### config.mk
export PLATFORM = sky130hd
export DESIGN_NAME = fetch_stage
export DESIGN_NICKNAME = d
export VERILOG_FILES = /design/src/rtl/fetch_stage.sv
export SDC_FILE = /design/constraint.sdc
export NUM_CORES = 1
export LEC_CHECK = 0
export CAP_MARGIN = 20
export CORE_ASPECT_RATIO = 1.25
export CORE_MARGIN = 2
export CORE_UTILIZATION = 30
export DETAILED_ROUTE_END_ITERATION = 7
export PLACE_DENSITY = 0.67
export REMOVE_ABC_BUFFERS = 1
export SYNTH_ARGS = -nofsm -noshare
export SYNTH_HDL_FRONTEND = slang
export SYNTH_SLANG_ARGS = --single-unit
### constraint.sdc
create_clock -name CLK -period 2.2 [get_ports CLK]
set_input_delay 0.55 -clock CLK [delete_from_list [all_inputs] [get_ports CLK]]
set_output_delay 0.55 -clock CLK [all_outputs]
set_load 0.05 [all_outputs]
### src/rtl/fetch_stage.sv
// Instruction fetch stage with IF/ID latch: PC, icache handshake, stall/flush/redirect/halt.
// Define FETCH_PERF_EN to add the fetch_count/stall_count performance counters.
module fetch_stage #(
    parameter logic [31:0] PC_INIT = 32'h0000_0000
) (
    input  logic        CLK,
    input  logic        RST,
    input  logic        ihit,
    input  logic [31:0] iload,
    output logic        imemREN,
    output logic [31:0] imemaddr,
    input  logic        stall,
    input  logic        flush,
    input  logic        redirect_valid,
    input  logic [31:0] redirect_pc,
    input  logic        halt,
    output logic [31:0] instr_out,
    output logic [31:0] pc_out,
    output logic [31:0] npc_out,
    output logic        valid_out,
`ifdef FETCH_PERF_EN
    output logic [31:0] fetch_count,
    output logic [31:0] stall_count,
`endif
    output logic        halted
);

    typedef enum logic [0:0] {StRun, StHalted} state_e;

    state_e      state_q, state_d;
    logic [31:0] pc_q, pc_d;
    logic [31:0] instr_q, instr_d;
    logic [31:0] pcl_q, pcl_d;
    logic [31:0] npc_q, npc_d;
    logic        valid_q, valid_d;
    logic [31:0] pc_plus4;

    assign pc_plus4 = pc_q + 32'd4;

    always_comb begin
        state_d = state_q;
        pc_d    = pc_q;
        instr_d = instr_q;
        pcl_d   = pcl_q;
        npc_d   = npc_q;
        valid_d = valid_q;
        if (state_q == StRun) begin
            // Redirect comes from an older instruction, so it beats stall and halt.
            if (redirect_valid) begin
                pc_d    = {redirect_pc[31:2], 2'b00};
                instr_d = 32'h0;
                valid_d = 1'b0;
            end else if (flush) begin
                instr_d = 32'h0;
                valid_d = 1'b0;
            end else if (stall) begin
                pc_d = pc_q;
            end else if (halt) begin
                state_d = StHalted;
                instr_d = 32'h0;
                valid_d = 1'b0;
            end else if (ihit) begin
                instr_d = iload;
                pcl_d   = pc_q;
                npc_d   = pc_plus4;
                valid_d = 1'b1;
                pc_d    = pc_plus4;
            end else begin
                instr_d = 32'h0;
                valid_d = 1'b0;
            end
        end
    end

    always_ff @(posedge CLK) begin
        if (RST) begin
            state_q <= StRun;
            pc_q    <= PC_INIT;
            instr_q <= 32'h0;
            pcl_q   <= 32'h0;
            npc_q   <= 32'h0;
            valid_q <= 1'b0;
        end else begin
            state_q <= state_d;
            pc_q    <= pc_d;
            instr_q <= instr_d;
            pcl_q   <= pcl_d;
            npc_q   <= npc_d;
            valid_q <= valid_d;
        end
    end

    assign imemREN   = (state_q == StRun) && !RST;
    assign imemaddr  = pc_q;
    assign halted    = (state_q == StHalted);
    assign instr_out = instr_q;
    assign pc_out    = pcl_q;
    assign npc_out   = npc_q;
    assign valid_out = valid_q;

`ifdef FETCH_PERF_EN
    logic        running;
    logic        fetch_fire;
    logic        stall_fire;
    logic [31:0] fetch_count_q, stall_count_q;

    assign running    = (state_q == StRun);
    assign fetch_fire = running && !redirect_valid && !flush && !stall && !halt && ihit;
    assign stall_fire = running && (stall ||
                        (!redirect_valid && !flush && !halt && !ihit));

    always_ff @(posedge CLK) begin
        if (RST) begin
            fetch_count_q <= 32'h0;
            stall_count_q <= 32'h0;
        end else begin
            if (fetch_fire && (fetch_count_q != 32'hFFFF_FFFF)) begin
                fetch_count_q <= fetch_count_q + 32'd1;
            end
            if (stall_fire && (stall_count_q != 32'hFFFF_FFFF)) begin
                stall_count_q <= stall_count_q + 32'd1;
            end
        end
    end

    assign fetch_count = fetch_count_q;
    assign stall_count = stall_count_q;
`endif

endmodule

==> reports/metrics.sh, run 1 <==
OUTCOME='finished clean'
TIMING.FINAL.CRIT_PERIOD_NS=2.15
CTS.SINKS=124
GRT.TOTAL_USAGE_PCT=18.6
FINISH.UTILIZATION_PCT=48.8
DP.FINAL_HPWL_MM=13.1
POST-ROUTE-CELL-AREA_SQ_UM=8800
POST-ROUTE-DRC-COUNT=0
DESIGN.FINAL.NETS=974
FP.DIEH_UM=155
CTS_TREE='built'
SYNTH.TOP_CELLS.BY_AREA='sky130_fd_sc_hd__dfxtp_1 (45%), sky130_fd_sc_hd__a21oi_1 (6.7%), sky130_fd_sc_hd__nand2_1 (5.9%)'
SYNTH_ENABLE_FLOP_CELLS=0
SYNTH.AVG_CELL_AREA_SQ_UM=8.10
CRITICAL-PATH-SLOWEST-CELL='sky130_fd_sc_hd__clkdlybuf4s50_1'
SYN-INSTANCE-COUNT=676
INITIAL_UTILIZATION_PCT=30.4
GRT_OVERFLOW=0
GRT_PASS1_WL_MM=29.0
CTS.CLK_SLEW.WORST_PATHS_NS=0.06
SEQUENTIAL_CELL_AREA_SQ_UM=2480
GRT_ANTENNA_BEFORE_REPAIR=0
ROWS=55
MAXSLEWVIOLCOUNT=0
SEQ_AREA_FRAC_SYNTH_PCT=45.3
ROUTE.ANTENNA.REMAINING_NETS=0
FIRST_PASS_DRT_ITERATIONS=4
HOLD_VIOL=0
NETLIST_AREA_SQ_UM=5480
WORST-SETUP-PATH-TYPE='flip-flop to output pin'
CP_NUM_BUF_INV=1
PORTBUFFERS=193
DP.CELLS=1109
SYNTH_TOP_AREA_SHARE_PCT=45.3
FP.COREAREA_SQ_UM=18000
POSTSYNTHREGISTERBITS=124
POST_CTS_HOLD_BUFFER_COUNT=0
AREA_OF_THE_MULTI_INPUT_GATES_SQ_UM=2760
CTS_HTREE_LEVELS=4
WORST_EP_ARRIVAL_TIME_NS=1.60
FIN_CRIT_SH_PCT=97.9
SYNTH_CELL_TYPE_COUNT=50
MAX-CLOCK-PATH-BUFFERS=2
AREA_DELTA_SYNTH_FINAL_PCT=60.7
CLOCK_SKEW_NS=0.00872
SYNTH_FF_TYPE='sky130_fd_sc_hd__dfxtp_1'
CP-START-KIND='flip-flop'
DETAIL_ROUTE.WIRELENGTH_MM=18.3
YOSYSWARNINGCOUNT=0
VIA_COUNT_OF_THE_FIRST_GLOBAL_ROUTING_PASS=5519
CELL_WITH_THE_MOST_INSTANCES_AFTER_SYNTHESIS='sky130_fd_sc_hd__dfxtp_1'
LAYOUT.FILLER_CELLS=1753
CLKLATENCYLATEPIN_NS=0.42
FMAXACHIEVABLE_GHz=0.464
DRT-WIRELENGTH-PER-CELL_UM=16.0
DRT_ITER0_MARKERS=256
TIMING_WORST_SLEW_PIN_VALUE_NS=0.632
CRITICAL_PATH.CELL_CHAIN='clkdlybuf4s50_1'
FINALSETUPVIOLCOUNT=0
POWER.IR.VDD_WORST_mV=0.409
PIN_COUNT_OF_THE_BIGGEST_NET_ENTERING_GLOBAL_ROUTING=54
NUM_VIAS=5723
PATH_MAX_FANOUT=2
ASYNC_FLOP_SHARE_PCT=0
POWER.LEAKAGE_nW=3.30
TIMING.MAX_CAP.VIOLATIONS=0
MAX-SLEW-MARGIN-REL_PCT=57.8
FINAL_CELL_COUNT_NO_FILL=1144
FLOORPLAN.DIE.WIDTH_UM=125
POWER-PER-CELL-AREA_nW_PER_UM2=731
CRIT_REQUIRED_NS=1.65
CRITICAL_PATH.MAX_STAGE_DELAY_NS=0.85
CLK_ROOT_BUFFER_CELL='sky130_fd_sc_hd__clkbuf_16'
PLACED_CELL_AREA_SQ_UM=8060
POST-SYNTH-TOP-AREA-CELL='sky130_fd_sc_hd__dfxtp_1'
AVGVIACOUNTPERCELL=5.00
FINAL_REPLACE_WEIGHTED_CONGESTION=0.806
FINAL_LAYOUT_SIZE_SUFFIX_GT1_SHARE_PCT=17.7
SYNTH_COMMON_CELLS='sky130_fd_sc_hd__dfxtp_1 (124), sky130_fd_sc_hd__nand2_1 (86), sky130_fd_sc_hd__nor2_1 (80), sky130_fd_sc_hd__a21oi_1 (73), sky130_fd_sc_hd__clkbuf_1 (54)'
CTS-BUFFERS-INSERTED=17
DIE_AREA_SQ_UM=19400
MIN-DELAY-PATH-CLASS='flip-flop to flip-flop'
CRIT_FAMILY='buffers and inverters'
IO-PIN-COUNT=202
CP-END-KIND='output pin'
RSZ0062_AT_GRT='no'
[cell type report]
class                   instances  area share [%]
flip-flops and latches        124            28.2
repair buffers                272            29.2
clock inverters                 9            2.06
inverters                       6           0.256
well taps                     228            3.24
diodes                          1          0.0284
clock buffers                  23            5.66
multi-input cells             481            31.4
[per-layer routing]
metal	vias up	global-route usage (%)	part of all wire, %
li1	2837	-	-
met1	2673	22.3	42
met2	184	30.7	48
met3	29	6.09	6.9
met4	0	8.15	2.8
met5	-	0	0
[flip-flops by register name, indices dropped and copies added, names as in the netlist]
register,cells
npc_out,30
valid_out,1
halted,1
imemaddr,30
pc_out,30
instr_out,32
[report_power, final]
| group | switching, W | total, W | internal [W] |
|---|---|---|---|
| Combinational | 0.000526 | 0.000890 | 0.000364 |
| Clock | 0.00103 | 0.00320 | 0.00216 |
| Sequential | 0.0000436 | 0.00235 | 0.00230 |
[layout by cell type, fill, tap and decap left out, types with 3 or more instances in the layout]
master / Yosys / layout
sky130_fd_sc_hd__a32o_1: 5 / 5
sky130_fd_sc_hd__buf_12: 0 / 10
sky130_fd_sc_hd__xnor2_1: 15 / 15
sky130_fd_sc_hd__bufinv_16: 0 / 5
sky130_fd_sc_hd__mux2i_1: 3 / 3
sky130_fd_sc_hd__a21oi_1: 73 / 72
sky130_fd_sc_hd__and3_1: 12 / 12
sky130_fd_sc_hd__xor2_1: 12 / 12
sky130_fd_sc_hd__nor4_2: 2 / 3
sky130_fd_sc_hd__conb_1: 1 / 6
sky130_fd_sc_hd__o21ai_0: 29 / 29
sky130_fd_sc_hd__dfxtp_1: 124 / 124
sky130_fd_sc_hd__clkdlybuf4s50_1: 0 / 155
sky130_fd_sc_hd__clkinvlp_4: 0 / 3
sky130_fd_sc_hd__buf_4: 6 / 103
sky130_fd_sc_hd__clkbuf_8: 0 / 5
sky130_fd_sc_hd__a22o_1: 6 / 6
sky130_fd_sc_hd__inv_1: 6 / 6
sky130_fd_sc_hd__and4_1: 5 / 5
sky130_fd_sc_hd__a31oi_1: 8 / 8
sky130_fd_sc_hd__a211oi_1: 14 / 14
sky130_fd_sc_hd__nor2_1: 80 / 80
sky130_fd_sc_hd__clkbuf_16: 0 / 17
sky130_fd_sc_hd__o31ai_1: 5 / 4
sky130_fd_sc_hd__nor3_1: 10 / 9
sky130_fd_sc_hd__nand3_1: 18 / 16
sky130_fd_sc_hd__nand4_1: 10 / 10
sky130_fd_sc_hd__nand2_1: 86 / 86
sky130_fd_sc_hd__a22oi_1: 39 / 39
sky130_fd_sc_hd__or3_1: 8 / 8
sky130_fd_sc_hd__nor4_1: 5 / 4
[worst min-delay path, cell delays in order, from the launching register on]
cell,delay [ns]
sky130_fd_sc_hd__dfxtp_1,0.30
sky130_fd_sc_hd__nand2_1,0.05
sky130_fd_sc_hd__a21oi_1,0.05
[path summary, 6_finish.rpt]
kind	startpoint	end	slack, ns	cells after the start
setup reg to reg	imemaddr[2]	imemaddr[28]	0.10	6
hold reg to reg	pc_out[8]	pc_out[8]	0.45	2
hold / removal	pc_out[8]	pc_out[8]	0.45	2
setup / recovery	npc_out[5]	npc_out[5]	0.05	1
[stage by stage]
| step | hold WS (ns) | TNS (ns) | total power (W) | setup WS (ns) |
|---|---|---|---|---|
| floorplan | 0.619 | -495.16 | 0.00282 | -5.48 |
| global placement | 0.441 | -38.09 | 0.00327 | -0.487 |
| detailed placement | 0.446 | -42.61 | 0.00327 | -0.508 |
| CTS | 0.454 | 0 | 0.00649 | 0.00477 |
| global route | 0.470 | 0 | 0.00670 | 0.00381 |
| finish | 0.452 | 0 | 0.00643 | 0.0461 |
[cell families (layout without fill, tap and decap cells)]
logic type,after synthesis,in the layout,share of synthesized area (%)
multiplexers,3,3,0.548
AO/OA/AOI/OAI,191,191,21.8
other,1,7,0.0685
buffers and inverters,76,310,5.82
XOR/XNOR,27,27,4.32
flip-flops,124,124,45.3
adder cells (fa/ha/maj),1,1,0.228
AND/OR/NAND/NOR,253,253,21.9
[repair_timing]
action	4_1_cts	5_1_grt
pin swaps	0	2
setup buffers	0	2
resized for setup	3	8
setup endpoints to repair	21	29
No activity file was read; power rests on OpenSTA's default activity.
==> run 2: changes to the inputs <==
CAP_MARGIN = unset   (was 20)
CTS_BUF_LIST = sky130_fd_sc_hd__clkbuf_16   (was unset)
==> run 2 against run 1 <==
Effect of this change:
- wire length decreased by 0.26%
- clock-buffer cell count fell by 6
- worst hold slack about the same
- first-iteration DRC count is 10% higher
- utilization fell by 0.26 points
- combinational power hardly changed
- critical path type unchanged
- critical endpoint is now npc_out[10]
==> reports/metrics.sh, run 2 (synthesis results as in run 1) <==
VIA_COUNT_OF_THE_FIRST_GLOBAL_ROUTING_PASS=5521  # was 5,519
ROUTE.ANTENNA.REMAINING_NETS=0  # unchanged
CLOCK_SKEW_NS=0.00704  # was 0.00872 ns
TIMING_WORST_SLEW_PIN_VALUE_NS=0.640  # was 0.632 ns
P_COMB_SHARE_PCT=14.3  # was 13.8%
DRT-WIRELENGTH-PER-CELL_UM=15.9  # was 16.0 um
DIE_AREA_SQ_UM=19400  # unchanged
FIRST_PASS_DRT_ITERATIONS=4  # unchanged
FP.DIEH_UM=155  # unchanged
GRT.TOTAL_USAGE_PCT=18.6  # about the same
CP_NUM_BUF_INV=1  # unchanged
PWR-SHARE-CLK_PCT=48.1  # was 49.7%
CTS-BUFFERS-INSERTED=17  # unchanged
POST-ROUTE-DRC-COUNT=0  # unchanged
LARGEST_REG_FLOPS=32  # unchanged
REG2REGPATHDEPTH=6  # unchanged
CRIT_FAMILY='buffers and inverters'  # unchanged
CTS_TREE='built'  # unchanged
POWER-PER-CELL-AREA_nW_PER_UM2=712  # was 731 nW/um^2
CRITICAL_PATH.CELL_CHAIN='clkdlybuf4s50_1'  # unchanged
PORTBUFFERS=193  # unchanged
AREA_DELTA_SYNTH_FINAL_PCT=59.8  # was 60.7%
SEQUENTIAL_CELL_AREA_SQ_UM=2480  # unchanged
NUM_VIAS=5741  # was 5,723
HOLD_VIOL=0  # unchanged
MOSTFREQUENTLAYOUTCELLS='sky130_fd_sc_hd__clkdlybuf4s50_1 (155), sky130_fd_sc_hd__dfxtp_1 (124), sky130_fd_sc_hd__buf_4 (103), sky130_fd_sc_hd__nand2_1 (86), sky130_fd_sc_hd__nor2_1 (80)'  # unchanged
HOLDPATHEND='pc_out[8]'  # unchanged
INTERNAL-POWER_W=0.00465  # was 0.00483 W
CRIT_REQUIRED_NS=1.65  # about the same
FIN_CRIT_SH_PCT=97.6  # was 97.9%
POWER.LEAKAGE_nW=3.27  # was 3.30 nW
CTS_HTREE_LEVELS=4  # unchanged
WORST_EP_ARRIVAL_TIME_NS=1.60  # about the same
CP-END-KIND='output pin'  # unchanged
POWER.NET_SWITCHING_W=0.00158  # was 0.00160 W
WORST_HOLD_STARTPOINT='pc_out[8]'  # unchanged
RSZ0062_AT_GRT='no'  # unchanged
R2R_SETUP_SLACK_NS=0.09  # was 0.10 ns
POWER.IR.VDD_WORST_mV=0.406  # was 0.409 mV
PIN_COUNT_OF_THE_BIGGEST_NET_ENTERING_GLOBAL_ROUTING=54  # unchanged
GRT_ANTENNA_BEFORE_REPAIR=0  # unchanged
FINALSETUPVIOLCOUNT=0  # unchanged
MAX-CLOCK-PATH-BUFFERS=2  # unchanged
SEQ_POWER_SHARE_PCT=37.6  # was 36.5%
POWER.SWITCHING_FRACTION_PCT=25.4  # was 24.9%
LAYOUT_COMMONEST_CELL='sky130_fd_sc_hd__clkdlybuf4s50_1'  # unchanged
MAX-SLEW-MARGIN-REL_PCT=57.3  # was 57.8%
CTS.CLK_SLEW.WORST_PATHS_NS=0.05  # was 0.06 ns
DESIGN.FINAL.NETS=974  # unchanged
MAXSLEWVIOLCOUNT=0  # unchanged
CRITICAL-PATH-SLOWEST-CELL='sky130_fd_sc_hd__clkdlybuf4s50_1'  # unchanged
CP-START-KIND='flip-flop'  # unchanged
CRITICAL_PATH.MAX_STAGE_DELAY_NS=0.85  # about the same
TIMING.FINAL.CRIT_PERIOD_NS=2.15  # about the same
AREA_OF_THE_MULTI_INPUT_GATES_SQ_UM=2760  # unchanged
ROWS=55  # unchanged
INITIAL_UTILIZATION_PCT=30.4  # unchanged
PATH_MAX_FANOUT=2  # unchanged
FINAL.SETUP.WORST_SLACK_NS=0.0519  # was 0.0461 ns
PLACEMENT.SETUP.WORST_SLACK_NS=-0.508  # unchanged
WORST_R2R_STARTPOINT='imemaddr[2]'  # unchanged
FINAL_CELL_COUNT_NO_FILL=1145  # was 1,144
IO-PIN-COUNT=202  # unchanged
WORST-SETUP-PATH-TYPE='flip-flop to output pin'  # unchanged
GRT_PASS1_WL_MM=29.0  # about the same
GRT_OVERFLOW=0  # unchanged
AVGVIACOUNTPERCELL=5.01  # was 5.00
MIN-DELAY-PATH-CLASS='flip-flop to flip-flop'  # unchanged
DETAIL_ROUTE.WIRELENGTH_MM=18.2  # was 18.3 mm
LAYOUT.FILLER_CELLS=1757  # was 1,753
FP.COREAREA_SQ_UM=18000  # unchanged
CLK_ROOT_BUFFER_CELL='sky130_fd_sc_hd__clkbuf_16'  # unchanged
FMAXACHIEVABLE_GHz=0.466  # was 0.464 GHz
OUTCOME='finished clean'  # unchanged
DRT_ITER0_MARKERS=282  # was 256
CLKLATENCYLATEPIN_NS=0.41  # was 0.42 ns
FINAL_REPLACE_WEIGHTED_CONGESTION=0.806  # unchanged
FLOORPLAN.DIE.WIDTH_UM=125  # unchanged
RR_ENDPOINT='imemaddr[28]'  # unchanged
DP.FINAL_HPWL_MM=13.1  # unchanged
TIMING.MAX_CAP.VIOLATIONS=0  # unchanged
FINAL_LAYOUT_SIZE_SUFFIX_GT1_SHARE_PCT=17.2  # was 17.7%
POST_CTS_HOLD_BUFFER_COUNT=0  # unchanged
CTS.SINKS=124  # unchanged
TIMING.HOLD.WORST_PATH_DEPTH=2  # unchanged
DP.CELLS=1109  # unchanged
==> run 2: changes by cell type in the layout (fill, tap and decap cells not counted) <==
cell | before | now
sky130_fd_sc_hd__clkbuf_8 | 5 | 0
sky130_fd_sc_hd__clkinv_1 | 0 | 5
sky130_fd_sc_hd__clkbuf_1 | 1 | 0
sky130_fd_sc_hd__diode_2 | 1 | 2
sky130_fd_sc_hd__inv_1 | 6 | 7
==> run 2: power by group through the flow <==
| stage | clock [W] | combinational, W | sequential, W |
|---|---|---|---|
| 2_1_floorplan | 0 | 0.000209 | 0.00261 |
| 3_3_place_gp | 0 | 0.000873 | 0.00239 |
| 3_5_place_dp | 0 | 0.000878 | 0.00239 |
| 4_1_cts | 0.00307 | 0.000883 | 0.00235 |
| 5_1_grt | 0.00321 | 0.000947 | 0.00235 |
| 6_report | 0.00300 | 0.000889 | 0.00235 |
==> run 2: repair_timing <==
| action | in CTS | in global routing |
|---|---|---|
| gates cloned | 0 | 0 |
| endpoints found under the setup margin | 21 | 32 |
| hold endpoints to repair | 0 | 0 |
| pin swaps | 0 | 2 |
| buffers inserted | 0 | 2 |
| resized for setup | 3 | 8 |
==> run 2: layout make-up <==
| type | instances | area share, % |
|---|---|---|
| clock inverters | 15 | 2.33 |
| flip-flops and latches | 124 | 28.4 |
| clock buffers | 17 | 4.86 |
| well taps | 228 | 3.26 |
| inverters | 6 | 0.257 |
| diodes | 2 | 0.0572 |
| multi-input cells | 481 | 31.6 |
| repair buffers | 272 | 29.3 |
==> run 2: how the worst max path moves through the flow <==
| stage | slack, ns | to | from | cells past startpoint |
|---|---|---|---|---|
| after CTS | 0.007 | imemaddr[13] | flush | 8 |
| after global routing | 0.005 | imemaddr[28] | imemaddr[2] | 6 |
| after global placement | -0.49 | imemaddr[13] | flush | 8 |
| final | 0.05 | npc_out[10] | npc_out[10] | 1 |
| after floorplan | -5.48 | instr_out[0] | halt | 4 |
| after detailed placement | -0.51 | imemaddr[13] | flush | 8 |
==> run 2: per-stage QoR <==
| step | area [sq um] | utilization (%) | TNS [ns] | hold WS, ns | power, W |
|---|---|---|---|---|---|
| after global placement | 8060 | 44.7 | -38.09 | 0.441 | 0.00327 |
| after floorplan | 5200 | - | -495.16 | 0.619 | 0.00282 |
| after CTS | 8700 | 48.2 | 0 | 0.454 | 0.00630 |
| after global routing | 8750 | 48.5 | 0 | 0.470 | 0.00651 |
| after detailed placement | 8060 | 44.7 | -42.61 | 0.446 | 0.00327 |
| final | 8750 | 48.5 | 0 | 0.452 | 0.00624 |
==> run 2: routing by layer <==
metal / vias up / global-route usage [%] / part of all wire (%)
met1: 2680 / 22.3 / 42
met2: 192 / 30.7 / 48
met5: - / 0 / 0
li1: 2840 / - / -
met4: 0 / 7.83 / 2.8
met3: 29 / 6.09 / 7.4
